$ cat src/rtl/nut_rom_fetch_seq.sv
// -----------------------------------------------------------------------------
// nut_rom_fetch_seq
// Word-cycle scheduler for a paged instruction ROM on the serial Nut bus.
// Tracks the 56 bit-time word cycle, deserialises the fetch address from ia,
// issues one read per page hit to the ROM array and shifts the 10-bit word
// back out on is during bit-times 45..54.
//
// Optional feature macro: ROM_BANK_SWITCH_EN
//   defined     : ENBANK opcodes seen on isa_in after a word this ROM drove
//                 select the bank used in rom_adr[13:12] and on d_page.
//   not defined : bank logic removed, bank fixed at 0.
//
// Ports
//   cph1      in   bus clock, one posedge per bit-time
//   pon_n     in   asynchronous active-low reset
//   sync      in   bus sync, high during bit-times 45..54
//   ia        in   serial address, LSB first, bit-times 16..31
//   isa_in    in   serial instruction bus as seen by all devices
//   is        out  serial instruction data driven by this ROM
//   is_oe     out  high while is is driven
//   rom_req   out  read request to the ROM array
//   rom_adr   out  {bank, addr[11:0]}, stable while rom_req is high
//   rom_ack   in   one-cycle strobe qualifying rom_data
//   rom_data  in   instruction word
//   d_page    out  current bank select
//   fetch_err out  sticky, set when rom_ack misses the deadline
//
// Timing note: every registered output is computed from cnt_d, the bit-time
// that begins at the next posedge, so an output "at T45" is valid for the
// whole of bit-time 45.
// -----------------------------------------------------------------------------
module nut_rom_fetch_seq #(
  parameter logic [3:0] PAGE     = 4'hF,
  parameter int         DEADLINE = 44
) (
  input  logic        cph1,
  input  logic        pon_n,
  input  logic        sync,
  input  logic        ia,
  input  logic        isa_in,
  output logic        is,
  output logic        is_oe,
  output logic        rom_req,
  output logic [13:0] rom_adr,
  input  logic        rom_ack,
  input  logic [9:0]  rom_data,
  output logic [1:0]  d_page,
  output logic        fetch_err
);

  localparam logic [5:0] DL_C        = 6'(DEADLINE);
  localparam logic [5:0] DL1_C       = 6'(DEADLINE + 1);
  localparam logic [5:0] T_ADR_FIRST = 6'd16;
  localparam logic [5:0] T_ADR_LAST  = 6'd31;
  localparam logic [5:0] T_REQ       = 6'd32;
  localparam logic [5:0] T_OUT_FIRST = 6'd45;
  localparam logic [5:0] T_OUT_NEXT  = 6'd46;
  localparam logic [5:0] T_OUT_LAST  = 6'd54;
  localparam logic [5:0] T_LAST      = 6'd55;

  typedef enum logic [1:0] {
    ST_IDLE  = 2'd0,
    ST_REQ   = 2'd1,
    ST_HOLD  = 2'd2,
    ST_SHIFT = 2'd3
  } state_t;

  state_t      state_d, state_q;
  logic [5:0]  cnt_d, cnt_q;
  logic        sync_dly_d, sync_dly_q;
  logic        locked_d, locked_q;
  logic [15:0] adr_sr_d, adr_sr_q;
  logic        rom_req_d, rom_req_q;
  logic [13:0] rom_adr_d, rom_adr_q;
  logic [9:0]  inst_d, inst_q;
  logic        is_d, is_q;
  logic        is_oe_d, is_oe_q;
  logic        fetch_err_d, fetch_err_q;
  logic        sync_rise_s;
  logic        resync_s;
  logic [3:0]  shift_idx_s;
  logic [1:0]  bank_s;

  // Bit counter, sync edge detect, lock flag and address deserialiser.
  always_comb begin
    sync_dly_d  = sync;
    sync_rise_s = sync & ~sync_dly_q;
    // A sync rise anywhere but T45 means we were out of step with the bus.
    resync_s    = sync_rise_s & (cnt_q != T_OUT_FIRST);
    locked_d    = locked_q | sync_rise_s;
    if (sync_rise_s) begin
      cnt_d = T_OUT_NEXT;
    end else if (cnt_q == T_LAST) begin
      cnt_d = 6'd0;
    end else begin
      cnt_d = cnt_q + 6'd1;
    end
    if ((cnt_q >= T_ADR_FIRST) && (cnt_q <= T_ADR_LAST)) begin
      adr_sr_d = {ia, adr_sr_q[15:1]};
    end else begin
      adr_sr_d = adr_sr_q;
    end
    shift_idx_s = 4'(cnt_d - T_OUT_FIRST);
  end

  // Fetch FSM next state and registered bus/ROM outputs.
  always_comb begin
    state_d     = state_q;
    rom_req_d   = rom_req_q;
    rom_adr_d   = rom_adr_q;
    inst_d      = inst_q;
    is_d        = 1'b0;
    is_oe_d     = 1'b0;
    fetch_err_d = fetch_err_q;
    if (resync_s) begin
      state_d   = ST_IDLE;
      rom_req_d = 1'b0;
    end else begin
      case (state_q)
        ST_IDLE: begin
          // adr_sr_d already holds the bit sampled in T31.
          if (locked_q && (cnt_d == T_REQ) && (adr_sr_d[15:12] == PAGE)) begin
            state_d   = ST_REQ;
            rom_req_d = 1'b1;
            rom_adr_d = {bank_s, adr_sr_d[11:0]};
          end else begin
            state_d = ST_IDLE;
          end
        end
        ST_REQ: begin
          if (rom_ack && (cnt_q <= DL_C)) begin
            inst_d    = rom_data;
            rom_req_d = 1'b0;
            // An ack in the last accepted bit-time goes straight to output.
            if (cnt_d == T_OUT_FIRST) begin
              state_d = ST_SHIFT;
              is_oe_d = 1'b1;
              is_d    = rom_data[0];
            end else begin
              state_d = ST_HOLD;
            end
          end else if (cnt_d == DL1_C) begin
            state_d     = ST_IDLE;
            rom_req_d   = 1'b0;
            fetch_err_d = 1'b1;
          end else begin
            state_d = ST_REQ;
          end
        end
        ST_HOLD: begin
          if (cnt_d == T_OUT_FIRST) begin
            state_d = ST_SHIFT;
            is_oe_d = 1'b1;
            is_d    = inst_q[0];
          end else begin
            state_d = ST_HOLD;
          end
        end
        ST_SHIFT: begin
          if (cnt_d == T_LAST) begin
            state_d = ST_IDLE;
          end else begin
            is_oe_d = 1'b1;
            is_d    = inst_q[shift_idx_s];
          end
        end
        default: begin
          state_d   = ST_IDLE;
          rom_req_d = 1'b0;
        end
      endcase
    end
  end

  // State and output registers.
  always_ff @(posedge cph1 or negedge pon_n) begin
    if (!pon_n) begin
      state_q     <= ST_IDLE;
      cnt_q       <= 6'd0;
      sync_dly_q  <= 1'b0;
      locked_q    <= 1'b0;
      adr_sr_q    <= 16'h0000;
      rom_req_q   <= 1'b0;
      rom_adr_q   <= 14'h0000;
      inst_q      <= 10'h000;
      is_q        <= 1'b0;
      is_oe_q     <= 1'b0;
      fetch_err_q <= 1'b0;
    end else begin
      state_q     <= state_d;
      cnt_q       <= cnt_d;
      sync_dly_q  <= sync_dly_d;
      locked_q    <= locked_d;
      adr_sr_q    <= adr_sr_d;
      rom_req_q   <= rom_req_d;
      rom_adr_q   <= rom_adr_d;
      inst_q      <= inst_d;
      is_q        <= is_d;
      is_oe_q     <= is_oe_d;
      fetch_err_q <= fetch_err_d;
    end
  end

`ifdef ROM_BANK_SWITCH_EN
  logic [9:0] op_sr_d, op_sr_q;
  logic [1:0] bank_d, bank_q;

  // ENBANK snoop: capture the bus opcode and retarget the bank after a word we drove.
  always_comb begin
    if ((cnt_q >= T_OUT_FIRST) && (cnt_q <= T_OUT_LAST)) begin
      op_sr_d = {isa_in, op_sr_q[9:1]};
    end else begin
      op_sr_d = op_sr_q;
    end
    // SHIFT ending into T55 marks a completed hit; op_sr_d includes the T54 bit.
    if ((state_q == ST_SHIFT) && (cnt_d == T_LAST)) begin
      case (op_sr_d)
        10'h100: bank_d = 2'd0;
        10'h180: bank_d = 2'd1;
        10'h140: bank_d = 2'd2;
        10'h1C0: bank_d = 2'd3;
        default: bank_d = bank_q;
      endcase
    end else begin
      bank_d = bank_q;
    end
  end

  // Opcode shifter and bank register.
  always_ff @(posedge cph1 or negedge pon_n) begin
    if (!pon_n) begin
      op_sr_q <= 10'h000;
      bank_q  <= 2'd0;
    end else begin
      op_sr_q <= op_sr_d;
      bank_q  <= bank_d;
    end
  end

  assign bank_s = bank_q;
`else
  logic unused_isa_s;
  assign unused_isa_s = isa_in;
  assign bank_s       = 2'd0;
`endif

  assign is        = is_q;
  assign is_oe     = is_oe_q;
  assign rom_req   = rom_req_q;
  assign rom_adr   = rom_adr_q;
  assign d_page    = bank_s;
  assign fetch_err = fetch_err_q;

endmodule
$ cat config.mk
export PLATFORM = sky130hd
export DESIGN_NAME = nut_rom_fetch_seq
export DESIGN_NICKNAME = d
export VERILOG_FILES = /design/src/rtl/nut_rom_fetch_seq.sv
export SDC_FILE = /design/constraint.sdc
export NUM_CORES = 1
export LEC_CHECK = 0
export CELL_PAD_IN_SITES_DETAIL_PLACEMENT = 0
export CELL_PAD_IN_SITES_GLOBAL_PLACEMENT = 1
export CORE_MARGIN = 3
export CORE_UTILIZATION = 40
export DETAILED_ROUTE_END_ITERATION = 12
export HOLD_SLACK_MARGIN = 0.02
export PLACE_DENSITY_LB_ADDON = 0.3
export SLEW_MARGIN = 5
export SYNTH_ARGS = -nofsm -noshare
export SYNTH_HDL_FRONTEND = slang
export SYNTH_SLANG_ARGS = --single-unit
$ cat constraint.sdc
create_clock -name cph1 -period 2.6 [get_ports cph1]
set_input_delay 0.52 -clock cph1 [delete_from_list [all_inputs] [get_ports cph1]]
set_output_delay 0.52 -clock cph1 [all_outputs]
set_load 0.05 [all_outputs]
==> results by group, run 1 <==
Run status
  • Outcome: finished, final reports clean

Power
  • Leakage dissipation: 1.58 nW
  • Net Sw Frac: 0.352
  • Maximum VDD drop: 0.361 mV
  • Sequential Power Share: 0.393
  • Internal power component: 0.00155 W
  • Net switching power: 0.000841 W
  • Clk network pwr share: 0.199
  • Power Dens Cells: 725 nW/um^2
  • Logic pwr share: 0.408

Routing
  • Initial drt markers: 41
  • Post-DRT Antenna Nets: 0
  • Via-to-Cell Ratio: 5.08
  • Via count: 1,712
  • Drt wl/cell: 14.4 microns
  • Routed WL: 4860 microns
  • DRC viols: 0
  • Router iterations before antenna repair: 4

Die
  • DIE HEIGHT: 87.9 microns
  • Die footprint: 7720 sq um
  • IO Pins: 36
  • Die Width: 87.9 microns
  • Core area: 6420 sq um
  • Initial Utilization: 0.418
  • Num rows: 29

Worst setup path
  • Worst r2r src: cnt_q[1]
  • Critical path type: reg -> reg
  • CP Cell Sequence: ha_1, nand2_2, o311ai_4, inv_2, ha_4, mux4_2, mux2_2, mux2i_1, o2bb2ai_1
  • Worst Path Buf+Inv: 1
  • CP delay by family, top: multiplexers
  • Worst path max stage delay: 0.47 ns
  • CP required: 2.79 ns
  • Crit-path max FO: 3
  • Critical path origin: cnt_q[1]
  • CP max stage cell: mux4_2
  • Type of destination of the critical path: flip-flop
  • Arrival time worst endpoint: 2.64 ns
  • Flop-to-flop setup slack: 0.16 ns
  • Setup crit start kind: flip-flop

Synth
  • Syn Inst Count: 207
  • Async set-or-reset flop fraction in the synthesized netlist: 1.00
  • Synth Flop Type: dfrtp_1
  • Sequential fraction of the synthesis area: 0.485
  • Number of synthesized register bits: 52
  • Avg Inst Size Synth: 13.0 sq um
  • EDFF count, synth: 0
  • Synthesized cell area: 2680 sq um
  • Netlist cell types: 50
  • Synth warnings: 0

CTS
  • CTS buffer count: 5
  • H-tree Lvls: 2
  • Max Root-Sink Buffers: 2
  • Clk_lat worst skew: 0.31 ns
  • CTS tree: yes
  • Worst-path clk slew: 0.10 ns
  • Clk root buf: clkbuf_8
  • Clock sink total: 52

STA
  • Hold WS: 0.185 ns
  • Endpoints failing hold: 0
  • Period utilization: 0.940
  • Post-layout minimum cycle time: 2.44 ns
  • Final setup vio count: 0
  • Final worst slack: 0.157 ns
  • Slew HR: 0.641
  • Post-route clock skew: 0.00913 ns
  • Slew Limit Fails: 0
  • Slew @ Worst Pin: 0.539 ns
  • Fmax: 409 MHz

Hold path
  • HP Class: in -> async

Global route
  • Gr usage total: 0.143
  • Vias in the first global route: 1,788
  • Largest net degree at the start of global routing: 31
  • Grt total ovfl: 0
  • Initial antenna violation count: 0
  • First-pass GRT wire length: 8610 microns

Placement
  • Final HPWL DP: 3630 microns
  • PortBufs: 30
  • GP Congestion: 0.787
  • Placed Area: 3180 sq um
  • Pre-CTS setup slack: -0.167 ns

Final layout
  • Share of layout cells above drive strength 1: 0.335
  • Fillcell total: 582
  • Final Cell Area: 3290 sq um
  • Multi-input logic area: 1280 sq um
  • Final nets: 283
  • Syn-to-layout area delta: 22.7%
  • Antenna Cells: 0
  • FF+latch area: 1300 sq um

Flow run
  • Max_cap viols: 0
==> sequential cells by signal, indices dropped and copies added (netlist names) <==
register    flops
inst_q         10
is_oe           1
adr_sr_q       16
rom_adr        12
is              1
sync_dly_q      1
locked_q        1
state_q         2
rom_req         1
cnt_q           6
fetch_err       1
==> placed cells by master (no fill, tap or decap), drive strengths merged, types with 5 or more instances in the layout <==
cell type      count
nor2               7
mux2              40
a21oi              5
nand3              5
o21ai              5
nand2              8
dfrtp             52
ha                 8
clkbuf             5
nand2b             5
buf               25
mux2i              7
inv                9
clkdlybuf4s50     29
==> final cells by class <==
| cell class | instances | share of cell area |
|---|---|---|
| Sequential cell | 52 | 0.395 |
| Multi-Input combinational cell | 138 | 0.389 |
| Timing Repair Buffer | 54 | 0.148 |
| Tap cell | 77 | 0.0293 |
| Clock buffer | 5 | 0.0209 |
| Inverter | 8 | 0.00912 |
| Clock inverter | 3 | 0.00798 |
==> power groups by stage <==
stage | clock network (W) | registers (W) | logic, W
floorplan | 0 | 0.000959 | 0.000676
global placement | 0 | 0.000954 | 0.000942
detailed placement | 0 | 0.000958 | 0.000950
CTS | 0.000495 | 0.000942 | 0.000955
global route | 0.000530 | 0.000951 | 0.00108
finish | 0.000476 | 0.000937 | 0.000975
==> Yosys cell counts (2+ instances only) <==
master	number	area share
xor2_1	2	0.0065
nand2b_1	5	0.012
mux2_4	10	0.056
nor2b_1	4	0.0093
buf_4	4	0.011
nor2_1	7	0.0098
inv_1	8	0.011
nand2_1	7	0.0098
nand4_1	2	0.0047
o21ai_0	5	0.0093
mux2_2	29	0.12
buf_6	5	0.021
mux2i_1	7	0.026
a21oi_1	5	0.0093
and2_1	2	0.0047
nand3b_1	3	0.0084
clkbuf_1	2	0.0028
and3_1	2	0.0047
dfrtp_1	52	0.49
nand3_1	5	0.0093
nor3_1	4	0.0075
xnor2_1	2	0.0065
ha_1	8	0.037
==> stage by stage <==
stage | power (W) | TNS, ns | utilization | instances
3_3_place_gp | 0.00190 | -1.69 | 0.495 | 327
6_report | 0.00239 | 0 | 0.513 | 337
4_1_cts | 0.00239 | 0 | 0.510 | 335
2_1_floorplan | 0.00164 | 0 | - | 210
3_5_place_dp | 0.00191 | -2.08 | 0.495 | 327
5_1_grt | 0.00256 | -0.00370 | 0.513 | 337
==> metal layers <==
metal	vias to the layer above	wire, microns	GRT usage
li1	837	-	-
met1	833	2390	0.199
met2	35	2250	0.218
met3	7	155	0.0301
met4	0	66	0.0530
met5	-	0	0
==> worst paths after layout <==
check	cells after the start	to
min reg2reg	1	locked_q
max in group asynchronous	2	cnt_q[0]
min	1	adr_sr_q[8]
min in group cph1	1	locked_q
max	9	is
max reg2reg	9	is
==> cell families after synthesis <==
family | after synthesis | share of synthesized area
and+or+nand+nor | 47 | 0.101
AOI/OAI and AO/OA | 27 | 0.0980
xor gates and xnor gates | 4 | 0.0131
adders and majority gates | 8 | 0.0373
other | 1 | 0.00140
muxes | 48 | 0.216
buffers and inverters | 20 | 0.0480
DFF | 52 | 0.485
==> what timing repair did <==
action	CTS	global route
endpoints found under the hold margin	0	0
setup endpoints to repair	0	13
resized for setup	0	1
buffers inserted	0	2
hold buffers	0	0
No activity file was read; power rests on OpenSTA's default activity.
==> inputs of run 2 (changes only) <==
Settings changed: TNS_END_PERCENT set to 1.
==> run 2 against run 1 <==
Flip-flop and latch count is the same; global-route usage is the same; register-to-register slack got worse by 0.06 ns; utilization decreased by 0.23 points; critical endpoint unchanged; largest power group unchanged.
==> results by group, run 2 (synthesis gave the netlist of run 1 again) <==
Die
  • Die Width: 87.9 microns
  • Num rows: 29
  • DIE HEIGHT: 87.9 microns
  • IO Pins: 36
  • Core area: 6420 sq um
  • Die footprint: 7720 sq um
  • Initial Utilization: 0.418

CTS
  • CTS tree: yes
  • CTS buffer count: 5
  • H-tree Lvls: 2
  • Clock sink total: 52
  • Clk root buf: clkbuf_8
  • Max Root-Sink Buffers: 2
  • Clk_lat worst skew: 0.31 ns
  • Worst-path clk slew: 0.10 ns
  • CTS Hold Buffers Added: 0

Global route
  • Gr usage total: 0.143
  • Largest net degree at the start of global routing: 31
  • Vias in the first global route: 1,788
  • First-pass GRT wire length: 8610 microns
  • Grt total ovfl: 0
  • Initial antenna violation count: 0

Worst setup path
  • Type of destination of the critical path: flip-flop
  • Flop-to-flop setup slack: 0.10 ns
  • Setup crit start kind: flip-flop
  • Worst Reg-to-Reg Cells: 9
  • CP required: 2.79 ns
  • Critical path type: reg -> reg
  • Crit-path max FO: 5
  • Worst r2r src: cnt_q[1]
  • R2R Path End: is
  • Arrival time worst endpoint: 2.69 ns

Final layout
  • Layout Cells excl Fill: 335
  • Antenna Cells: 0
  • Largest Register: adr_sr_q
  • Commonest non-fill, non-tap cell in the layout: dfrtp_1
  • Most frequent cells in the layout: 52 x dfrtp_1, 29 x mux2_2, 29 x clkdlybuf4s50_1, 21 x buf_4, 10 x mux2_4
  • Final nets: 281
  • Max reg flops: 16
  • Syn-to-layout area delta: 22.2%
  • Share of layout cells above drive strength 1: 0.329
  • Util after Layout: 0.510

Routing
  • Router iterations before antenna repair: 4
  • Via count: 1,694
  • DRC viols: 0
  • Routed WL: 4830 microns
  • Post-DRT Antenna Nets: 0
  • Via-to-Cell Ratio: 5.06
  • Initial drt markers: 39
  • Drt wl/cell: 14.4 microns

STA
  • Final setup vio count: 0
  • Period utilization: 0.961
  • Post-route clock skew: 0.00888 ns
  • Post-layout minimum cycle time: 2.50 ns
  • Slew HR: 0.641
  • Fmax: 400 MHz
  • Hold WS: 0.185 ns
  • Endpoints failing hold: 0
  • RSZ-0062 raised after global routing: yes
  • Slew Limit Fails: 0
  • Slew @ Worst Pin: 0.539 ns

Placement
  • Final HPWL DP: 3630 microns
  • GP Congestion: 0.787
  • Dpl cells: 327
  • PortBufs: 30

Power
  • Leakage dissipation: 1.57 nW
  • Maximum VDD drop: 0.361 mV
  • Internal power component: 0.00153 W
  • Net Sw Frac: 0.353
  • Logic pwr share: 0.401
  • Total power: 0.00236 W
  • Clk network pwr share: 0.201
  • Sequential Power Share: 0.398
  • Power Dens Cells: 722 nW/um^2
  • Net switching power: 0.000835 W

Run status
  • Outcome: finished, final reports clean

Flow run
  • Max_cap viols: 0

Hold path
  • HP Class: in -> async
[run 2: changes by cell type in the layout (fill, tap and decap cells not counted), sizes merged]
cell	delta
buf	-2
[run 2: worst max-delay path: stages (launching register included)]
cell       delay [ns]
dfrtp_1          0.44
ha_1             0.22
nand2_2          0.09
o311ai_4         0.30
inv_2            0.09
ha_4             0.28
mux4_2           0.47
mux2_2           0.27
mux2i_1          0.15
o2bb2ai_1        0.08
[run 2: repair_timing]
action / 4_1_cts / 5_1_grt
gates resized for setup: 0 / 1
buffers inserted: 0 / 0
endpoints found under the setup margin: 0 / 13
[run 2: worst max-delay path by stage]
stage                  start    endpoint
floorplan           cnt_q[0]          is
global placement        sync          is
detailed placement      sync  rom_adr[0]
CTS                 cnt_q[1]          is
global route        cnt_q[1]          is
finish              cnt_q[1]          is
[run 2: routing by layer]
metal  vias up  GRT usage  wire [microns]
met5         -          0               0
met4         0     0.0530              66
met2        26      0.218            2230
li1        832          -               -
met1       829      0.199            2400
met3         7     0.0301             130
[run 2: cell type report]
class,instances,area [sq um]
Clock inverter,3,26.3
Clock buffer,5,68.8
Multi-Input combinational cell,138,1280
Sequential cell,52,1300
Timing Repair Buffer,52,473
Tap cell,77,96.3
Fill cell,584,3150
Inverter,8,30.0
[run 2: power groups by stage]
| stage | sequential [W] | clock [W] | combinational (W) |
|---|---|---|---|
| after floorplan | 0.000959 | 0 | 0.000676 |
| after detailed placement | 0.000958 | 0 | 0.000950 |
| after global routing | 0.000955 | 0.000530 | 0.00105 |
| after CTS | 0.000942 | 0.000495 | 0.000955 |
| after global placement | 0.000954 | 0 | 0.000942 |
| final | 0.000941 | 0.000476 | 0.000947 |
[run 2: metrics by stage]
step                TNS [ns]  area, sq um  setup slack [ns]
floorplan                  0         2710            0.0148
global placement       -1.69         3180            -0.151
detailed placement     -2.08         3180            -0.167
CTS                        0         3270            0.0785
global route         -0.0558         3280           -0.0558
finish                     0         3280             0.102
